<file path="config.mk">
export PLATFORM = sky130hd
export DESIGN_NAME = vga_timing_gen
export DESIGN_NICKNAME = d
export VERILOG_FILES = /design/src/rtl/vga_timing_gen.sv
export SDC_FILE = /design/constraint.sdc
export NUM_CORES = 1
export LEC_CHECK = 0
export CAP_MARGIN = 10
export CORE_MARGIN = 2
export CORE_UTILIZATION = 49
export CTS_CLUSTER_SIZE = 20
export DETAILED_ROUTE_END_ITERATION = 6
export PLACE_DENSITY = 0.77
export SETUP_SLACK_MARGIN = 0.1
export SLEW_MARGIN = 20
export SYNTH_ARGS = -nofsm -noshare
export SYNTH_HDL_FRONTEND = slang
export SYNTH_SLANG_ARGS = --single-unit
</file>
<file path="constraint.sdc">
create_clock -name clk -period 2.1 [get_ports clk]
set_input_delay 0.42 -clock clk [delete_from_list [all_inputs] [get_ports clk]]
set_output_delay 0.42 -clock clk [all_outputs]
set_load 0.005 [all_outputs]
</file>
<file path="src/rtl/vga_timing_gen.sv">
`default_nettype none
// ============================================================================
// vga_timing_gen : parametrised raster timing generator with pixel enable,
//                  configurable sync polarity and delay-matched decode outputs.
// Revision 1.0
// ============================================================================
module vga_timing_gen #(
  parameter int H_DISPLAY  = 640,
  parameter int H_FRONT    = 16,
  parameter int H_SYNC     = 96,
  parameter int H_BACK     = 48,
  parameter int V_DISPLAY  = 480,
  parameter int V_FRONT    = 10,
  parameter int V_SYNC     = 2,
  parameter int V_BACK     = 33,
  parameter int H_POL      = 0,
  parameter int V_POL      = 0,
  parameter int PIPE_DELAY = 0,
  parameter int FRAME_W    = 8,
  localparam int H_TOTAL   = H_DISPLAY + H_FRONT + H_SYNC + H_BACK,
  localparam int V_TOTAL   = V_DISPLAY + V_FRONT + V_SYNC + V_BACK,
  localparam int HW        = $clog2(H_TOTAL),
  localparam int VW        = $clog2(V_TOTAL)
) (
  input  logic               clk,
  input  logic               rst_n,
  input  logic               ce,
  output logic [HW-1:0]      px,
  output logic [VW-1:0]      py,
  output logic               visible,
  output logic               hsync,
  output logic               vsync,
  output logic               line_start,
  output logic               frame_start,
  output logic [FRAME_W-1:0] frame_cnt
);

  localparam logic [HW-1:0] H_LAST   = HW'(H_TOTAL - 1);
  localparam logic [HW-1:0] H_VIS    = HW'(H_DISPLAY);
  localparam logic [HW-1:0] HS_FIRST = HW'(H_DISPLAY + H_FRONT);
  localparam logic [HW-1:0] HS_LAST  = HW'(H_DISPLAY + H_FRONT + H_SYNC - 1);
  localparam logic [VW-1:0] V_LAST   = VW'(V_TOTAL - 1);
  localparam logic [VW-1:0] V_VIS    = VW'(V_DISPLAY);
  localparam logic [VW-1:0] VS_FIRST = VW'(V_DISPLAY + V_FRONT);
  localparam logic [VW-1:0] VS_LAST  = VW'(V_DISPLAY + V_FRONT + V_SYNC - 1);
  localparam logic          HP       = (H_POL != 0);
  localparam logic          VP       = (V_POL != 0);

  // Bit positions inside one decoded sample carried down the delay line.
  localparam int D_VIS = 0;
  localparam int D_HS  = 1;
  localparam int D_VS  = 2;
  localparam int D_LS  = 3;
  localparam int D_FS  = 4;

  typedef logic [4:0] dec_t;

  generate
    if (H_DISPLAY < 1 || H_FRONT < 1 || H_SYNC < 1 || H_BACK < 1 ||
        V_DISPLAY < 1 || V_FRONT < 1 || V_SYNC < 1 || V_BACK < 1 ||
        PIPE_DELAY < 0 || PIPE_DELAY > 4 || FRAME_W < 1) begin : g_bad_params
      $error("vga_timing_gen: illegal parameter combination");
    end
  endgenerate

  logic [HW-1:0]      px_q, px_d;
  logic [VW-1:0]      py_q, py_d;
  logic [FRAME_W-1:0] frame_cnt_q, frame_cnt_d;
  dec_t               dec_now;
  dec_t               dec_out;

  always_comb begin
    px_d        = px_q;
    py_d        = py_q;
    frame_cnt_d = frame_cnt_q;
    if (ce) begin
      if (px_q == H_LAST) begin
        px_d = '0;
        if (py_q == V_LAST) begin
          py_d        = '0;
          frame_cnt_d = frame_cnt_q + 1'b1;
        end else begin
          py_d = py_q + 1'b1;
        end
      end else begin
        px_d = px_q + 1'b1;
      end
    end
  end

  always_ff @(posedge clk or negedge rst_n) begin
    if (!rst_n) begin
      px_q        <= '0;
      py_q        <= '0;
      frame_cnt_q <= '0;
    end else begin
      px_q        <= px_d;
      py_q        <= py_d;
      frame_cnt_q <= frame_cnt_d;
    end
  end

  always_comb begin
    dec_now        = '0;
    dec_now[D_VIS] = (px_q < H_VIS) && (py_q < V_VIS);
    dec_now[D_HS]  = (px_q >= HS_FIRST) && (px_q <= HS_LAST);
    dec_now[D_VS]  = (py_q >= VS_FIRST) && (py_q <= VS_LAST);
    dec_now[D_LS]  = (px_q == '0);
    dec_now[D_FS]  = (px_q == '0) && (py_q == '0);
  end

  generate
    if (PIPE_DELAY == 0) begin : g_direct
      // Counters sit at (0,0) during reset; mask so outputs show inactive levels.
      assign dec_out = rst_n ? dec_now : '0;
    end else begin : g_pipe
      dec_t pipe_q [PIPE_DELAY];
      dec_t pipe_d [PIPE_DELAY];

      always_comb begin
        for (int i = 0; i < PIPE_DELAY; i++) begin
          pipe_d[i] = pipe_q[i];
        end
        if (ce) begin
          pipe_d[0] = dec_now;
          for (int i = 1; i < PIPE_DELAY; i++) begin
            pipe_d[i] = pipe_q[i-1];
          end
        end
      end

      always_ff @(posedge clk or negedge rst_n) begin
        if (!rst_n) begin
          for (int i = 0; i < PIPE_DELAY; i++) begin
            pipe_q[i] <= '0;
          end
        end else begin
          for (int i = 0; i < PIPE_DELAY; i++) begin
            pipe_q[i] <= pipe_d[i];
          end
        end
      end

      assign dec_out = pipe_q[PIPE_DELAY-1];
    end
  endgenerate

  assign px          = px_q;
  assign py          = py_q;
  assign frame_cnt   = frame_cnt_q;
  assign visible     = dec_out[D_VIS];
  assign hsync       = dec_out[D_HS] ? HP : ~HP;
  assign vsync       = dec_out[D_VS] ? VP : ~VP;
  assign line_start  = dec_out[D_LS];
  assign frame_start = dec_out[D_FS];

endmodule
`default_nettype wire

</file>
======== Yosys cells after proc, flatten, opt, wreduce, memory -nomap -nowiden ========
Cells that the tools add are included.
operators by class
  $add $sub $neg .......................... 3
  multiply operators ...................... 0
  div/mod/pow operators ................... 0
  $lt $le $gt $ge ......................... 6
  equal/unequal tests ..................... 2
  shift operators ......................... 0
  muxes and demuxes ....................... 5
  bitwise logic cells ..................... 0
  reduce and logical (&&, ||, !) cells .... 8
operators by type and width
  kind                                                                number
  adder 10 x 1 -> 10 bit, second input constant                       2
  == test 10 bit, second input constant                               2
  logical NOT 10 bit                                                  2
  two-way mux 10 bit                                                  2
  greater-or-equal comparator 10 bit, second input constant           1
  greater-or-equal comparator 10 x 9 -> 1 bit, second input constant  1
  <= comparator 10 bit, second input constant                         1
  <= comparator 10 x 9 -> 1 bit, second input constant                1
  less-than comparator 10 bit, second input constant                  1
  less-than comparator 10 x 9 -> 1 bit, second input constant         1
  adder 8 x 1 -> 8 bit, second input constant                         1
  two-way mux 5 bit                                                   1
  logical AND 1 bit                                                   4
  AND reduction 3 bit                                                 1
  two-way mux 1 bit                                                   2
  AND reduction 2 bit                                                 1
storage, ports and cells
  bits in registers ....................... 28
  bits in latches ......................... 0
  memory bits (writable) .................. 0
  bits in read-only memories .............. 0
  input port bits ......................... 3
  output and inout port bits .............. 33
  word-level logic and storage cells ...... 27
  memories kept ........................... 0

======== Logic depth before layout (Yosys ltp) ========
Gate-level depths: netlist of the first run.
  word-level depth ........................ 4
  gate-level depth with buffers ........... 6

======== Least setup slack after synthesis of the first run ========
OpenSTA, ideal clock, no wires.
  path type ............................... flip-flop to flip-flop
  start ................................... register px_q[0] (netlist: px[0])
  end ..................................... register frame_cnt_q[7] (netlist: frame_cnt[7])
  data arrival time ....................... 1694 ps
  setup slack ............................. 327 ps
  stages on the path, launching flop included .. 6
  path through ............................ dfrtp_1 ha_1 nand4_2 or4_4 nor4_4 xor2_1
on the way
  word-level cells in the longest chain between the ends .. 2
ends and longest elaborated chain
  item                                  RTL line  source
  start, declared                       66        logic [HW-1:0] px_q, px_d;
  start signal, assigned                97        px_q <= px_d;
  == test 10 bit                        77        if (px_q == H_LAST) begin
  AND reduction 3 bit (no source line)  n/a
  end signal, assigned                  99        frame_cnt_q <= frame_cnt_d;
  end, declared                         68        logic [FRAME_W-1:0] frame_cnt_q, frame_cnt_d;
Every way passes these cells.
A chain may end at the register's enable or synchronous reset.

======== Worst setup path after layout of the first run ========
  start ................................... register px_q[0] (netlist: px[0])
  end ..................................... output frame_start
on the way
  word-level cells in the longest chain between the ends .. 3
ends and longest elaborated chain
  item                RTL line  source
  logical NOT 10 bit  109       dec_now[D_FS] = (px_q == '0) && (py_q == '0);
  logical AND 1 bit   109
  two-way mux 5 bit   115       assign dec_out = rst_n ? dec_now : '0;
  end, declared       34        output logic frame_start,
Every way passes these cells.

==> flow_metrics.py, run 1 <==
metrics = {
    "status": {
        "status": "finished, final reports clean",
    },
    "timing": {
        "final_hold_viol_count": 0,
        "finalClockSkew_ns": 0.00248,
        "min_period_over_period_pct": 98.0,
        "drv_slew": 0,
        "finalSetupViolCount": 0,
        "worst_slew_pin_slew_ns": 0.305,
        "fmax_ghz": 0.486,
        "slew_headroom_pct": 79.5,
        "final.min_clock_period_ns": 2.06,
        "grt_setup_unrepaired": "true",
    },
    "cts": {
        "cts_hold_buffers": 0,
        "cts-root-buf": "clkbuf_4",
        "cts_htree_levels": 1,
        "tritoncts": "done",
        "clockBufferDepth": 2,
        "cts_num_sinks": 28,
        "clk_latency_ns": 0.33,
        "cts_inserted_buffers": 3,
        "clk_pin_slew_ns": 0.15,
    },
    "drt": {
        "avgViaCountPerCell": 5.65,
        "drtIter0Drc": 139,
        "ant_nets": 0,
        "routed_wl_um": 4510,
        "drc": 0,
        "post_drt_wl_per_cell_um": 16.2,
        "drtPass1Iterations": 4,
        "dr_total_vias": 1572,
    },
    "worst_setup_path": {
        "critical_path_required_ns": 1.68,
        "crit_arrival_ns": 1.64,
        "crit_type": "reg2out",
        "worstSetupStartpoint": "px[0]",
        "cp-start-kind": "flip-flop",
        "crit_path_max_fanout": 2,
        "crit_path_end_kind": "output pin",
        "r2r-start": "px[0]",
    },
    "finish": {
        "finalInstanceArea_um2": 2410,
        "antennaDiodeCount": 0,
        "syn2layout_area_growth_pct": 53.0,
        "drive_above_1_share_pct": 32.9,
        "nets": 244,
        "fin_cells": 278,
    },
    "synthesis": {
        "synth_area_um2": 1570,
        "ys_ff_latch": 28,
        "async_flop_share_pct": 100,
        "netlist_top_cells_area": "dfrtp_1, xor2_1, nand3_1, ha_1, xnor2_1",
        "syn-mean-instance-area_um2": 9.89,
        "ys_types": 41,
        "synthCells": 159,
        "synth-edff-count": 0,
        "synth-main-ff-cell": "dfrtp_1",
        "yosysTopAreaCellShare_pct": 44.6,
        "yosysWarnings": 0,
        "synth_top_area_cell": "dfrtp_1",
        "synth_nets": 167,
        "yosysSeqAreaShare_pct": 44.6,
    },
    "die": {
        "dieHeight_um": 60.7,
        "die_area_um2": 3680,
        "start_util_pct": 51.5,
        "rows": 20,
        "die_x_um": 60.7,
        "io_pins": 36,
        "coreArea_um2": 3050,
    },
    "place": {
        "placed_area_um2": 2180,
        "portBuffers": 35,
        "post-place-cells": 263,
        "gp_routability_congestion": 0.884,
        "place_hpwl_um": 3200,
    },
    "global_routing": {
        "grt_use_total_pct": 25.0,
        "grt_pass1_vias": 1554,
        "grt_remaining_overflow": 0,
        "antenna_found_initial": 0,
        "grt_first_pass_wirelength_um": 6910,
        "grt_max_degree": 17,
    },
    "pwr": {
        "powerDensity_nw_per_um2": 553,
        "clkPwrFrac_pct": 17.1,
        "ir_drop_mv": 0.419,
        "leakage_nw": 1.14,
        "power.share.sequential_pct": 46.5,
        "p_sw_share_pct": 31.4,
        "p_comb_share_pct": 36.4,
        "switching_power_mw": 0.418,
        "p_int_mw": 0.914,
    },
    "worst_hold_path": {
        "hold_class": "in2async",
    },
    "run": {
        "max_cap_viol_count": 0,
    },
}
==> sequential cells by signal, summed over array words and instances, names as in the netlist <==
| signal | cells |
|---|---|
| frame_cnt | 8 |
| px | 10 |
| py | 10 |
==> synthesized netlist by cell type (2+ instances only) <==
master	n
o211ai_1	2
nand3_1	15
clkbuf_1	2
o31ai_1	2
nor4_1	4
inv_1	6
nor3_1	6
and4_1	5
buf_2	2
or4_1	2
nand4_1	6
xor2_1	9
nand2_1	14
ha_1	5
o21ai_0	10
xnor2_1	7
dfrtp_1	28
nand4b_1	3
nor2_1	8
and3_1	2
==> cell type report <==
class / instances / area, um^2
Multi-Input combinational cell: 119 / 927
Sequential cell: 28 / 707
Timing Repair Buffer: 78 / 672
Fill cell: 208 / 647
Tap cell: 44 / 55.1
Clock buffer: 3 / 22.5
Inverter: 6 / 22.5
==> through the flow <==
stage          utilization [%]  setup TNS (ns)  hold WS (ns)  power, mW  worst slack (ns)
2_1_floorplan                -               0         0.124      0.828             0.327
3_3_place_gp              71.3           -2.09         0.458       1.03            -0.350
3_5_place_dp              71.3           -2.72         0.486       1.04            -0.388
4_1_cts                   76.1               0         0.211       1.31            0.0136
5_1_grt                   78.8         -0.0529         0.213       1.39           -0.0529
6_report                  78.8               0         0.205       1.33            0.0421
==> layout by cell type, fill, tap and decap left out, types with 4 or more instances in the layout <==
| cell type | n |
|---|---|
| buf_4 | 39 |
| clkdlybuf4s50_1 | 29 |
| dfrtp_1 | 23 |
| nand2_1 | 14 |
| nand3_1 | 14 |
| o21ai_0 | 9 |
| xor2_1 | 9 |
| nor2_1 | 7 |
| xnor2_1 | 7 |
| nand4_1 | 6 |
| nor3_1 | 5 |
| nor4_4 | 5 |
| buf_6 | 5 |
| dfrtp_2 | 5 |
| and4_1 | 4 |
==> critical path, stage by stage, from the launching register on <==
cell and delay (ns):
dfrtp_1 0.44, inv_2 0.09, ha_4 0.12, nor4bb_1 0.16, and3_1 0.21, and4_1 0.18
buf_2 0.11
==> cell families (layout without fill, tap and decap cells) <==
kind of cell,Yosys count,after routing,synth area share [%]
compound gates,18,18,7.00
buf+inv,12,87,3.58
xor+xnor,16,16,8.91
mux,3,3,2.07
simple gates,77,77,29.9
flops,28,28,44.6
fa+ha+maj,5,5,3.98
==> repair_timing <==
item	in CTS	in global routing
hold endpoints to repair	0	0
gates cloned	0	0
buffers inserted	10	2
endpoints found under the setup margin	8	13
gates resized for setup	37	14
pin swaps	5	9
==> metal layers <==
metal	vias to the layer above	global-route usage, %	routed length (um)
li1	733	-	-
met1	767	29.7	1870
met2	53	44.9	2350
met3	19	3.62	166
met4	0	10.6	125
met5	-	0	0
==> final timing paths <==
check                          endpoint  slack [ns]  cells after the start
min in group clk           frame_cnt[7]        0.50                      1
max in group asynchronous         px[9]        1.68                      3
min reg2reg                frame_cnt[7]        0.50                      1
max reg2reg                frame_cnt[4]        0.15                      8
min                               py[5]        0.20                      2
max                         frame_start        0.04                      6
==> power groups by stage <==
stage	clock network, mW	logic, mW	registers (mW)
6_report	0.227	0.484	0.620
5_1_grt	0.249	0.519	0.622
4_1_cts	0.228	0.465	0.615
3_5_place_dp	0	0.414	0.622
3_3_place_gp	0	0.412	0.618
2_1_floorplan	0	0.183	0.645
Power figures use the tool's default switching activity.
==> inputs of run 2 (changes only) <==
- CORE_UTILIZATION: 49 -> 40
- PLACE_DENSITY: 0.77 -> 0.65
==> run 2 against run 1 <==
Net effect:
- maximum frequency increased by 4.7%
- die area rose by 21%
- critical endpoint unchanged
- final area shrank 1.1%
- largest power group unchanged
==> flow_metrics.py, run 2 (synthesis results as in run 1) <==
metrics = {
    "timing": {
        "fin_ws_ns": 0.134,
        "worst_slew_pin_slew_ns": 0.330,
        "finalSetupViolCount": 0,
        "min_period_over_period_pct": 93.6,
        "fmax_ghz": 0.509,
        "drv_slew": 0,
        "slew_headroom_pct": 77.8,
        "finalClockSkew_ns": 0.00108,
        "holdWs_ns": 0.288,
        "final.min_clock_period_ns": 1.97,
        "fin_tns_setup_ns": 0,
        "grt_setup_unrepaired": "true",
        "final_hold_viol_count": 0,
    },
    "worst_setup_path": {
        "crit_path_max_fanout": 2,
        "cp-start-kind": "flip-flop",
        "crit_arrival_ns": 1.55,
        "cp_slowest_cell": "dfrtp_1",
        "critical_path_required_ns": 1.68,
        "crit_path_end_kind": "output pin",
        "crit_type": "reg2out",
        "crit_chain": "inv_2, ha_4, nor4bb_1, and3_1, and4_1, buf_2",
        "cpPeakStageDelay_ns": 0.40,
    },
    "die": {
        "rows": 22,
        "die_area_um2": 4450,
        "io_pins": 36,
        "die_x_um": 66.7,
        "start_util_pct": 42.3,
        "coreArea_um2": 3720,
        "dieHeight_um": 66.7,
    },
    "pwr": {
        "leakage_nw": 1.08,
        "switching_power_mw": 0.426,
        "p_comb_share_pct": 35.6,
        "power.share.sequential_pct": 43.9,
        "p_sw_share_pct": 30.2,
        "ir_drop_mv": 0.456,
        "clkPwrFrac_pct": 20.5,
        "p_total_mw": 1.41,
        "p_int_mw": 0.985,
        "powerDensity_nw_per_um2": 593,
    },
    "place": {
        "place_hpwl_um": 3290,
        "placed_area_um2": 2200,
        "place_ws_ns": -0.417,
        "gp_routability_congestion": 0.965,
        "portBuffers": 35,
        "post-place-cells": 270,
    },
    "global_routing": {
        "grt_use_total_pct": 21.6,
        "grt_pass1_vias": 1487,
        "grt_first_pass_wirelength_um": 7090,
        "grt_max_degree": 16,
        "antenna_found_initial": 0,
        "grt_remaining_overflow": 0,
    },
    "status": {
        "status": "finished, final reports clean",
    },
    "drt": {
        "post_drt_wl_per_cell_um": 15.3,
        "drtIter0Drc": 68,
        "dr_total_vias": 1521,
        "drc": 0,
        "ant_nets": 0,
        "routed_wl_um": 4290,
        "avgViaCountPerCell": 5.43,
        "drtPass1Iterations": 4,
    },
    "finish": {
        "fin_util_pct": 64.0,
        "final_cell_mix": "buf_4, clkdlybuf4s50_1, dfrtp_1",
        "syn2layout_area_growth_pct": 51.2,
        "finalInstanceArea_um2": 2380,
        "nets": 242,
        "layout_commonest_cell": "buf_4",
        "fin_cells": 280,
        "drive_above_1_share_pct": 30.6,
        "antennaDiodeCount": 0,
    },
    "cts": {
        "cts_htree_levels": 1,
        "clk_pin_slew_ns": 0.09,
        "tritoncts": "done",
        "cts_inserted_buffers": 3,
        "cts_num_sinks": 28,
        "clockBufferDepth": 2,
        "cts-root-buf": "clkbuf_8",
        "cts_hold_buffers": 0,
        "clk_latency_ns": 0.27,
    },
    "run": {
        "max_cap_viol_count": 0,
    },
    "worst_hold_path": {
        "hold_class": "in2async",
    },
}
-- run 2: changes by cell type in the layout (fill, tap and decap cells not counted), moves of 2 or more --
cell	delta
dfrtp_1	+3
clkbuf_8	+3
nor4_4	-4
buf_4	-4
dfrtp_2	-3
clkbuf_2	+2
clkbuf_4	-3
nor4_2	+4
-- run 2: what timing repair did --
| action | in CTS | in global routing |
|---|---|---|
| setup buffers | 6 | 1 |
| pin swaps | 2 | 4 |
| setup endpoints to repair | 5 | 14 |
| resized for setup | 23 | 21 |
-- run 2: worst max-delay path, delay by kind of cell (launching register included) --
| kind | cells | cell delay [ns] |
|---|---|---|
| AND/OR/NAND/NOR | 3 | 0.55 |
| buffers and inverters | 2 | 0.19 |
| adder cells (fa/ha/maj) | 1 | 0.13 |
| flip-flops | 1 | 0.40 |
-- run 2: layer usage --
| metal | up-vias | share of wire [%] | track usage, % |
|---|---|---|---|
| met3 | 7 | 5.2 | 2.70 |
| met2 | 42 | 50 | 35.8 |
| li1 | 729 | - | - |
| met4 | 0 | 2.1 | 8.16 |
| met1 | 743 | 42 | 28.7 |
| met5 | - | 0 | 0 |
-- run 2: final timing paths --
| path | start | end | slack, ns | cells past startpoint |
|---|---|---|---|---|
| min in group clk | frame_cnt[7] | frame_cnt[7] | 0.49 | 1 |
| max in group asynchronous | rst_n | py[7] | 1.63 | 2 |
| worst min register to register | frame_cnt[7] | frame_cnt[7] | 0.49 | 1 |
| worst min-delay path | rst_n | frame_cnt[4] | 0.29 | 2 |
| worst max-delay path | px[1] | frame_start | 0.13 | 6 |
| worst max register to register | px[1] | frame_cnt[7] | 0.19 | 7 |
-- run 2: final cells by class --
type | count | area (um^2)
multi-input cells | 119 | 892
repair buffers | 76 | 659
fillers | 310 | 1340
clock buffers | 3 | 41.3
well taps | 48 | 60.1
flip-flops and latches | 28 | 703
inverters | 6 | 22.5
-- run 2: power groups by stage --
| stage | combinational, mW | clock (mW) | sequential (mW) |
|---|---|---|---|
| 6_report | 0.503 | 0.289 | 0.619 |
| 5_1_grt | 0.546 | 0.327 | 0.624 |
| 2_1_floorplan | 0.183 | 0 | 0.645 |
| 3_3_place_gp | 0.427 | 0 | 0.619 |
| 4_1_cts | 0.461 | 0.301 | 0.612 |
| 3_5_place_dp | 0.431 | 0 | 0.621 |
==> inputs of run 3 (changes only) <==
- CTS_BUF_LIST: unset -> sky130_fd_sc_hd__clkbuf_8
- RECOVER_POWER: unset -> 100
==> run 3 against run 2 <==
Net effect:
- power shrank 2.9%
- routed wire length shrank 0.23%
- global-route usage is the same
- clock skew grew 0.0012 ns
- non-clock buffer count is the same
- count of clock-buffer cells in the layout is the same
- sequential power is essentially flat
- cell count is the same
- core utilization shrank 1.8 points
- register-to-register slack lost 0.04 ns
- die area is the same
- combinational power shrank 8.3%
- largest cell class unchanged
==> flow_metrics.py, run 3 (synthesis results as in run 1) <==
metrics = {
    "cts": {
        "tritoncts": "done",
        "clk_latency_ns": 0.27,
        "cts-root-buf": "clkbuf_8",
        "cts_inserted_buffers": 3,
        "clockBufferDepth": 2,
        "cts_num_sinks": 28,
        "cts_htree_levels": 1,
        "clk_pin_slew_ns": 0.09,
    },
    "drt": {
        "avgViaCountPerCell": 5.42,
        "drc": 0,
        "drtPass1Iterations": 4,
        "dr_total_vias": 1518,
        "drtIter0Drc": 96,
        "post_drt_wl_per_cell_um": 15.3,
        "ant_nets": 0,
        "routed_wl_um": 4280,
    },
    "finish": {
        "drive_above_1_share_pct": 24.6,
        "layout_commonest_cell": "dfrtp_1",
        "antennaDiodeCount": 0,
        "multiInputGateArea_um2": 880,
        "fin_cells": 280,
        "fill_cells": 329,
        "final_cell_mix": "dfrtp_1, buf_4, dlygate4sd3_1",
        "nets": 242,
        "fin_util_pct": 62.3,
        "syn2layout_area_growth_pct": 47.1,
        "regArea_um2": 703,
    },
    "timing": {
        "min_period_over_period_pct": 93.8,
        "fmax_ghz": 0.508,
        "finalSetupViolCount": 0,
        "slew_headroom_pct": 46.9,
        "drv_slew": 0,
        "final_hold_viol_count": 0,
        "grt_setup_unrepaired": "true",
        "fin_ws_ns": 0.130,
        "worst_slew_pin_slew_ns": 0.796,
        "final.min_clock_period_ns": 1.97,
        "finalClockSkew_ns": 0.00232,
    },
    "worst_setup_path": {
        "critical_path_required_ns": 1.68,
        "r2r-start": "px[1]",
        "r2r_cells": 7,
        "crit_path_max_fanout": 2,
        "r2r_setup_slack_ns": 0.15,
        "crit_type": "reg2out",
        "crit_arrival_ns": 1.55,
        "r2r_end": "frame_cnt[7]",
        "crit_path_end_kind": "output pin",
        "cp-start-kind": "flip-flop",
    },
    "place": {
        "post-place-cells": 270,
        "portBuffers": 35,
        "gp_routability_congestion": 0.965,
        "place_hpwl_um": 3290,
        "place_ws_ns": -0.417,
    },
    "die": {
        "die_area_um2": 4450,
        "die_x_um": 66.7,
        "io_pins": 36,
        "coreArea_um2": 3720,
        "start_util_pct": 42.3,
        "rows": 22,
        "dieHeight_um": 66.7,
    },
    "pwr": {
        "ir_drop_mv": 0.439,
        "powerDensity_nw_per_um2": 592,
        "switching_power_mw": 0.419,
        "power.share.sequential_pct": 45.0,
        "leakage_nw": 1.07,
        "clkPwrFrac_pct": 21.3,
        "p_sw_share_pct": 30.6,
        "p_int_mw": 0.950,
        "p_total_mw": 1.37,
        "p_comb_share_pct": 33.7,
    },
    "global_routing": {
        "antenna_found_initial": 0,
        "use_met3_pct": 2.70,
        "grt.busiest_layer": "met2",
        "grt_first_pass_wirelength_um": 7090,
        "grtUsageMet2_pct": 35.8,
        "grt_pass1_vias": 1487,
        "grt_use_met1_pct": 28.7,
        "grt_max_degree": 16,
        "grt_remaining_overflow": 0,
        "grt_use_total_pct": 21.6,
    },
    "status": {
        "status": "finished, final reports clean",
    },
    "run": {
        "max_cap_viol_count": 0,
    },
    "worst_hold_path": {
        "hold_class": "in2async",
    },
}
## run 3: cell types whose count changed in the layout (fill, tap and decap cells not counted), sizes merged
cell           previous run  this run
clkdlybuf4s15             1         0
dlygate4sd3               0        21
clkdlybuf4s50            29         8
buf                      43        31
clkdlybuf4s25             0         1
clkbuf                    5        17
## run 3: cell type report
class | instances | share of cell area, %
multi-input cells | 119 | 38.0
flip-flops and latches | 28 | 30.4
repair buffers | 76 | 26.2
well taps | 48 | 2.60
clock buffers | 3 | 1.78
inverters | 6 | 0.973
## run 3: power by group through the flow
stage | Sequential (mW) | Combinational (mW) | Clock [mW]
after floorplan | 0.645 | 0.183 | 0
after global placement | 0.619 | 0.427 | 0
after detailed placement | 0.621 | 0.431 | 0
after CTS | 0.612 | 0.461 | 0.301
after global routing | 0.622 | 0.507 | 0.327
final | 0.617 | 0.461 | 0.291
## run 3: worst max-delay path by stage
stage	startpoint	end	slack (ns)
2_1_floorplan	px[0]	frame_cnt[7]	0.33
3_3_place_gp	rst_n	frame_start	-0.37
3_5_place_dp	rst_n	frame_start	-0.42
4_1_cts	px[1]	line_start	0.03
5_1_grt	px[1]	frame_cnt[7]	0.03
6_report	px[1]	frame_start	0.13
## run 3: metrics by stage
| step | hold WS (ns) | area [um^2] | setup TNS, ns |
|---|---|---|---|
| 2_1_floorplan | 0.124 | 1570 | 0 |
| 3_3_place_gp | 0.457 | 2200 | -1.72 |
| 3_5_place_dp | 0.486 | 2200 | -2.07 |
| 4_1_cts | 0.273 | 2310 | 0 |
| 5_1_grt | 0.396 | 2310 | 0 |
| 6_report | 0.400 | 2310 | 0 |
## run 3: routing by layer
metal | up-vias | share of wire (%)
li1 | 730 | -
met1 | 735 | 43
met2 | 46 | 50
met3 | 7 | 4.3
met4 | 0 | 2.1
met5 | - | 0
## run 3: timing repair
item / in CTS / in global routing
setup endpoints to repair: 5 / 14
buffers inserted: 6 / 1
hold buffers: 0 / 0
resized for setup: 23 / 21
pin swaps: 2 / 4
## run 3: critical path: stages (launching register included)
cell	delay, ns
dfrtp_1	0.40
inv_2	0.08
ha_4	0.13
nor4bb_1	0.19
and3_1	0.20
and4_1	0.16
buf_2	0.11
